==> config.mk <==
export PLATFORM = sky130hd
export DESIGN_NAME = mac_decimator_coeff_sequencer
export DESIGN_NICKNAME = d
export VERILOG_FILES = /design/src/rtl/mac_decimator_coeff_sequencer.sv
export SDC_FILE = /design/constraint.sdc
export NUM_CORES = 1
export LEC_CHECK = 0
export CORE_MARGIN = 2
export CORE_UTILIZATION = 67
export CTS_BUF_LIST = sky130_fd_sc_hd__clkbuf_4 sky130_fd_sc_hd__clkbuf_8
export DETAILED_ROUTE_END_ITERATION = 10
export PLACE_DENSITY = 0.85
export SLEW_MARGIN = 10
export SYNTH_ARGS = -nofsm -noshare
export SYNTH_HDL_FRONTEND = slang
export SYNTH_SLANG_ARGS = --single-unit
==> constraint.sdc <==
create_clock -name Clk_i -period 3.8 [get_ports Clk_i]
set_input_delay 0.76 -clock Clk_i [delete_from_list [all_inputs] [get_ports Clk_i]]
set_output_delay 0.76 -clock Clk_i [all_outputs]
set_load 0.02 [all_outputs]
==> src/rtl/mac_decimator_coeff_sequencer.sv <==
// Coefficient bank store and reload sequencer feeding the single-MAC decimator.
// Optional delay-line flush after each reload is enabled by defining COEFF_FLUSH_EN.
module mac_decimator_coeff_sequencer #(
  parameter int unsigned DataW    = 18,
  parameter int unsigned CoeffW   = 18,
  parameter int unsigned NumTaps  = 16,
  parameter int unsigned AddrW    = 4,
  parameter int unsigned NumBanks = 2,
  parameter int unsigned BankW    = 1,
  parameter int unsigned FlushLen = 16,
  parameter int unsigned FlushGap = 16
) (
  input  logic              Clk_i,
  input  logic              Rst_i,
  input  logic              HostWr_i,
  input  logic [BankW-1:0]  HostBank_i,
  input  logic [AddrW-1:0]  HostAddr_i,
  input  logic [CoeffW-1:0] HostData_i,
  input  logic              Load_i,
  input  logic [BankW-1:0]  BankSel_i,
  input  logic [DataW-1:0]  Data_i,
  input  logic              DataNd_i,
  output logic [DataW-1:0]  DecData_o,
  output logic              DecNd_o,
  output logic [AddrW-1:0]  CoeffAddr_o,
  output logic [CoeffW-1:0] CoeffData_o,
  output logic              CoeffWr_o,
  output logic              Busy_o,
  output logic              Done_o,
  output logic [BankW-1:0]  ActiveBank_o,
  output logic [15:0]       DropCnt_o
);

  localparam int unsigned CntW = AddrW + 1;

`ifdef COEFF_FLUSH_EN
  typedef enum logic [1:0] {StIdle, StLoad, StFlush} state_e;
  localparam int unsigned GapW   = $clog2(FlushGap + 1);
  localparam int unsigned PulseW = $clog2(FlushLen + 1);
  logic [GapW-1:0]   gapCnt_q;
  logic [PulseW-1:0] pulseCnt_q;
`else
  typedef enum logic [1:0] {StIdle, StLoad} state_e;
  logic unusedFlushCfg;
  assign unusedFlushCfg = ^{FlushLen, FlushGap};
`endif

  state_e            state_q;
  logic [BankW-1:0]  bank_q;
  logic [CntW-1:0]   tapCnt_q;
  logic [AddrW-1:0]  tapAddr;
  logic              lastTap;
  logic [CoeffW-1:0] store [NumBanks][NumTaps];

  assign tapAddr = tapCnt_q[AddrW-1:0];
  assign lastTap = (tapCnt_q == CntW'(NumTaps - 1));

  // Not reset; a same-cycle loader read sees the old entry.
  always_ff @(posedge Clk_i) begin
    if (HostWr_i) store[HostBank_i][HostAddr_i] <= HostData_i;
  end

  always_ff @(posedge Clk_i) begin
    if (Rst_i) begin
      state_q      <= StIdle;
      bank_q       <= '0;
      tapCnt_q     <= '0;
      DecData_o    <= '0;
      DecNd_o      <= 1'b0;
      CoeffAddr_o  <= '0;
      CoeffData_o  <= '0;
      CoeffWr_o    <= 1'b0;
      Busy_o       <= 1'b0;
      Done_o       <= 1'b0;
      ActiveBank_o <= '0;
      DropCnt_o    <= '0;
`ifdef COEFF_FLUSH_EN
      gapCnt_q     <= '0;
      pulseCnt_q   <= '0;
`endif
    end else begin
      CoeffWr_o <= 1'b0;
      Done_o    <= 1'b0;
      if (state_q != StIdle && DataNd_i && DropCnt_o != 16'hFFFF) begin
        DropCnt_o <= DropCnt_o + 16'd1;
      end
      unique case (state_q)
        StIdle: begin
          DecData_o <= Data_i;
          DecNd_o   <= DataNd_i;
          Busy_o    <= 1'b0;
          if (Load_i) begin
            bank_q   <= BankSel_i;
            tapCnt_q <= '0;
            state_q  <= StLoad;
          end
        end
        StLoad: begin
          DecData_o <= '0;
          DecNd_o   <= 1'b0;
          // Terminal count only reached without flush; the flush path leaves on lastTap.
          if (tapCnt_q != CntW'(NumTaps)) begin
            Busy_o      <= 1'b1;
            CoeffWr_o   <= 1'b1;
            CoeffAddr_o <= tapAddr;
            CoeffData_o <= store[bank_q][tapAddr];
            tapCnt_q    <= tapCnt_q + CntW'(1);
`ifdef COEFF_FLUSH_EN
            if (lastTap) begin
              state_q    <= StFlush;
              gapCnt_q   <= '0;
              pulseCnt_q <= '0;
            end
`endif
          end else begin
            Busy_o       <= 1'b0;
            Done_o       <= 1'b1;
            ActiveBank_o <= bank_q;
            state_q      <= StIdle;
          end
        end
`ifdef COEFF_FLUSH_EN
        StFlush: begin
          DecData_o <= '0;
          if (gapCnt_q == '0 && pulseCnt_q == PulseW'(FlushLen)) begin
            DecNd_o      <= 1'b0;
            Busy_o       <= 1'b0;
            Done_o       <= 1'b1;
            ActiveBank_o <= bank_q;
            state_q      <= StIdle;
          end else begin
            Busy_o  <= 1'b1;
            DecNd_o <= (gapCnt_q == '0);
            if (gapCnt_q == '0) pulseCnt_q <= pulseCnt_q + PulseW'(1);
            gapCnt_q <= (gapCnt_q == GapW'(FlushGap - 1)) ? '0 : gapCnt_q + GapW'(1);
          end
        end
`endif
        default: state_q <= StIdle;
      endcase
    end
  end

endmodule

* After elaboration in Yosys (flattened, before gate mapping)
Memory sizes are Yosys's and may differ from the RTL's. A register that Yosys moved wholly into a read port is not among the register bits. Index checks and enable logic that the tools add are counted.
Cells by class: add/sub/neg operators 2, order comparisons 3, equal/unequal tests 6, multiplexer cells 20, bitwise gates (word level) 4, reduce and logical (&&, ||, !) cells 12
Operators with widths (count):
- 288-bit two-way mux | 1
- 18-bit binary-select mux with 4-bit select | 1
- 18-bit demux with 4-bit select | 1
- 18-bit two-way mux | 3
- 18-bit case mux with 2 select lines | 1
- 16-bit by 1-bit adder with 16-bit output (second input constant) | 1
- 16-bit != test (second input constant) | 1
- 5-bit greater-or-equal comparator (second input constant) | 2
- 5-bit two-way mux | 2
- 4-bit inverter with 5-bit output | 2
- 5-bit case mux with 2 select lines | 1
- 2-bit AND reduction | 4
- 2-bit != test (second input constant) | 3
- 5-bit by 1-bit adder with 5-bit output (second input constant) | 1
- 5-bit by 1-bit < comparator with 1-bit output (second input constant) | 1
- 1-bit two-way mux | 5
- 5-bit != test (second input constant) | 1
- 2-bit two-way mux | 2
- 1-bit case mux with 2 select lines | 2
- 2-bit case mux with 2 select lines | 1
- 2-bit nonzero test | 2
- 1-bit logical AND | 3
- 3-bit AND reduction | 1
- 2-bit by 1-bit == test with 1-bit output (second input constant) | 1
- 3 further kinds | 4
Word-level totals: register bits after elaboration 69, RAM bits 576, output and inout bits 61, word-level logic and storage cells 60, memories kept 1
Memories:
- store | depth 2, bits a word 288, rd ports 1, clocked after memory_dff 1, write ports 1, line 53 | logic [CoeffW-1:0] store [NumBanks][NumTaps];

* Longest topological paths before layout
word-level depth 6, depth in mapped cells 10

* Least setup slack after synthesis
No wires, ideal clock.
kind input to register, start point input HostAddr_i[1], end point memory store[1][54] (netlist bit) (enable), arrival 2017 ps, required time 3407 ps, setup slack 1391 ps, stages 3, buffers on the path 1, cells stage by stage or2_2 > clkbuf_1 > nor2_1
On the way: word-level cells in the longest chain between the ends 6, elaborated cells on any way between the ends 7
Ends and longest elaborated chain:
- start, declared | line 17 | input logic [AddrW-1:0] HostAddr_i,
- 4-bit inverter with 5-bit output (not written as such) (*) | line 60 | if (HostWr_i) store[HostBank_i][HostAddr_i] <= HostData_i;
- 5-bit greater-or-equal comparator (not written as such) / 5-bit by 1-bit < comparator with 1-bit output (equally long branches) | line 60
- 1-bit logical AND (not written as such) | line 60
- 18-bit two-way mux (not written as such) | line 60
- 18-bit demux with 4-bit select (*) | line 60
- 288-bit two-way mux (not written as such) (*) | line 60
- end, declared | line 53
Mark *: on every way between the ends. The rest lies on a longest branch, timed or not.

* Final worst setup path
start point register tapCnt_q[0], end point register CoeffData_o[2]
On the way: word-level cells in the longest chain between the ends 4, elaborated cells on any way between the ends 6
Ends and longest elaborated chain:
- start, declared | line 50 | logic [CntW-1:0] tapCnt_q;
- start signal, assigned | line 107 | tapCnt_q <= tapCnt_q + CntW'(1);
- 4-bit inverter with 5-bit output (not written as such) | line 106 | CoeffData_o <= store[bank_q][tapAddr];
- 18-bit binary-select mux with 4-bit select | line 106
- 18-bit two-way mux (not written as such) (2 in a row) | line 106
- end signal, assigned | line 106
- end, declared | line 26 | output logic [CoeffW-1:0] CoeffData_o,
Parallel ways exist; a longest one is shown, timed or not. The select of a mux whose other input is x is not followed. A chain may end at the register's enable or synchronous reset.

==> flow_metrics.py <==
metrics = {
    "yosys": {
        "seq_area_frac_synth_pct": 75.60,
        "synthDistinctLibCells": 42,
        "syn-cell-area_sq_um": 24710,
        "yosys-top-cells-area": "edfxtp_1 70%, mux4_2 7.5%, mux2i_1 6.6%, dfxtp_1 5.6%, a22oi_1 1.4%",
        "synth_common_cells": "576 x edfxtp_1, 162 x mux2i_1, 82 x mux4_2",
        "yosysTopAreaCellShare_pct": 70.01,
        "netlist_instances": 1321,
        "ys.warnings.count": 0,
        "yosysMostFrequentCell": "edfxtp_1",
        "ys_async_sr_fraction_pct": 0,
        "avgSynthCellArea_sq_um": 18.70,
        "synth_area_leader_cell": "edfxtp_1",
        "syn-num-nets": 1371,
        "synth-edff-count": 576,
        "synthFlopType": "edfxtp_1",
        "ys_seq_elements": 645,
    },
    "clock_tree": {
        "clkSinkCount": 645,
        "cts_tree": "built",
        "htreeDepth": 3,
        "cts_made_buffers": 97,
        "cts_hold_buf": 0,
        "clk_latency_ps": 670,
        "post_cts_resized": 0,
        "clk_pin_slew_ps": 60,
        "cts_setup_buffers": 0,
        "cts-root-buf": "clkbuf_8",
        "clockBufferDepth": 3,
    },
    "critical_path": {
        "r2r-start": "tapCnt_q[0]$_SDFFE_PP0P_",
        "critical_path_arrival_ps": 3560,
        "reg2reg_to": "CoeffData_o[2]$_SDFFE_PP0P_",
        "worstSetupPathType": "flop to flop",
        "cpPeakStageDelay_ps": 810,
        "required_ps": 4380,
        "regToRegSetupSlack_ps": 820,
        "cp_max_fo": 39,
        "cp_slowest_cell": "dfxtp_4",
        "ff2ff_path_depth": 6,
        "critPathCaptureType": "flop",
        "crit_chain": "inv_1 > ha_1 > nand2_1 > and3_1 > nand3_1 > a31oi_1",
        "cp-start-kind": "flop",
    },
    "global_route": {
        "grt_pass1_vias": 14010,
        "grt_max_degree": 51,
        "grt_overflow": 0,
        "grt_usage_pct": 32.02,
        "grt_pass1_wl_um": 88450,
        "antenna_found_initial": 0,
    },
    "route": {
        "first_pass_iters": 6,
        "avgViaCountPerCell": 6.683,
        "drt-initial-drc-count": 1812,
        "wl_per_cell_um": 28.65,
        "wl_um": 59400,
        "postRouteAntennaNets": 0,
        "drc_errors": 0,
        "vias": 13850,
    },
    "final_layout": {
        "instances_no_fill": 2073,
        "drive_gt1_share_pct": 22.24,
        "diodes": 0,
        "area_growth_pct": 15.49,
        "nNetsFinal": 1572,
        "fin_area_sq_um": 28530,
    },
    "timing": {
        "setup_viol": 0,
        "rsz0062_at_grt": "no",
        "tightest_slew_ps": 1032,
        "fin_setup_tns_ps": 0,
        "finalHoldViolCount": 0,
        "skew_ps": 30.70,
        "final_max_slew_viol_count": 0,
        "timing.fmax_ghz": 0.3354,
        "min_period_over_period_pct": 78.45,
        "maxSlewHeadroom_pct": 31.15,
        "period_needed_ps": 2981,
    },
    "job": {
        "max_cap_violations": 0,
    },
    "power": {
        "switchingPower_mw": 3.212,
        "power_frac_seq_pct": 54.4,
        "swShare_pct": 22.11,
        "ir_drop_uv": 455.9,
        "p_leak_nw": 9.318,
        "p_int_mw": 11.32,
        "p_clk_share_pct": 39.7,
        "p_per_area_nw_per_um2": 509.2,
        "power_frac_comb_pct": 5.9,
    },
    "floorplanning": {
        "start_util_pct": 67.81,
        "core-area_sq_um": 36430,
        "die_y_um": 196.0,
        "dieArea_sq_um": 38430,
        "die_x_um": 196.0,
        "core.rowCount": 70,
        "ioPinCount": 108,
    },
    "outcome": {
        "outcome": "finished, final reports clean",
    },
    "placement": {
        "gp_congestion": 0.8174,
        "place_inst": 1891,
        "dp_hpwl_um": 35110,
        "place_area_sq_um": 26530,
        "io_buffers": 107,
    },
    "worst_hold_path": {
        "hold_path.class": "flop to flop",
        "hold_end": "CoeffAddr_o[3]$_SDFFE_PP0P_",
        "hold_depth": 2,
        "hold_start": "CoeffAddr_o[3]$_SDFFE_PP0P_",
    },
}
==> logic make-up after synthesis <==
group,share of synthesized area [%]
and+or+nand+nor,3.651
buffers and inverters,1.869
AOI/OAI and AO/OA,4.122
muxes,14.04
DFF,75.60
xor gates and xnor gates,0.5672
adders and majority gates,0.1519
==> power groups by stage <==
| stage | sequential (mW) | combinational (mW) | clock, mW |
|---|---|---|---|
| 6_report | 7.90 | 0.860 | 5.76 |
| 5_1_grt | 7.91 | 0.901 | 6.12 |
| 4_1_cts | 7.90 | 0.855 | 5.82 |
| 3_5_place_dp | 8.05 | 0.847 | 0 |
| 3_3_place_gp | 8.04 | 0.820 | 0 |
| 2_1_floorplan | 8.04 | 0.453 | 0 |
==> stage by stage <==
stage	utilization, %	worst slack [ps]	hold slack, ps	power, mW
4_1_cts	78.31	932.4	469.2	14.58
2_1_floorplan	-	1391	449.8	8.491
3_5_place_dp	72.81	724.7	452.7	8.896
5_1_grt	78.31	768.6	487.7	14.93
6_report	78.31	818.9	470.2	14.53
3_3_place_gp	72.81	849.2	448.3	8.860
==> area by class of cell <==
class                      count  area [sq um]
inverter                       3         11.26
fill                        1849          7903
clock buffer                 149          1788
timing repair buffer         174          1582
tap                          468         585.6
multi-input combinational    601          5663
sequential                   645         18690
clock inverter                33         217.7
==> critical path, delay by kind of cell (launching register included) <==
kind                       cells  cell delay (ps)
AOI/OAI and AO/OA              1              250
and+or+nand+nor                3             1210
DFF                            1              810
adders and majority gates      1              300
buffers and inverters          1              290
==> registers in the layout, indices dropped and copies added (netlist names), named ones only <==
| name | flops |
|---|---|
| CoeffData_o | 18 |
| tapCnt_q | 5 |
| bank_q | 1 |
| state_q | 1 |
| CoeffWr_o | 1 |
| Busy_o | 1 |
| CoeffAddr_o | 4 |
| DecData_o | 18 |
| ActiveBank_o | 1 |
| store | 576 |
| DropCnt_o | 16 |
| DecNd_o | 1 |
| Done_o | 1 |
==> cells in the final DEF (no fill, tap or decap), drive strengths merged, types with 3 or more instances in the layout <==
cell type and n:
xnor2 4, o2111ai 3, a211oi 3, nand3 27
clkinvlp 4, nand2 52, a31oi 17, nand4 7
and3 5, a22oi 47, and2 20, buf 68
a21oi 28, nor3 7, o21ai 4, a32oi 16
edfxtp 576, nand2b 3, nor2 63, clkinv 25
xor2 12, ha 3, dfxtp 69, mux4 82
inv 5, mux2i 162, o22a 16, clkbuf 149
nor2b 6, clkdlybuf4s50 106
==> how the worst max path moves through the flow <==
| stage | start | endpoint | depth (start not counted) |
|---|---|---|---|
| after floorplan | HostAddr_i[1] | store[1][54]$_DFFE_PP_ | 3 |
| after global placement | HostWr_i | store[0][116]$_DFFE_PP_ | 4 |
| after detailed placement | HostWr_i | store[0][124]$_DFFE_PP_ | 4 |
| after CTS | tapCnt_q[0]$_SDFFE_PP0P_ | CoeffData_o[4]$_SDFFE_PP0P_ | 6 |
| after global routing | tapCnt_q[0]$_SDFFE_PP0P_ | CoeffData_o[2]$_SDFFE_PP0P_ | 6 |
| final | tapCnt_q[0]$_SDFFE_PP0P_ | CoeffData_o[2]$_SDFFE_PP0P_ | 6 |
==> metal layers <==
| layer | track usage [%] | vias to the layer above | wire length (um) |
|---|---|---|---|
| met4 | 16.86 | 0 | 2919 |
| met5 | 0 | - | 0 |
| met2 | 50.77 | 990 | 28780 |
| met1 | 42.96 | 6956 | 21710 |
| met3 | 6.447 | 177 | 5988 |
| li1 | - | 5731 | - |
Power figures use the tool's default switching activity.
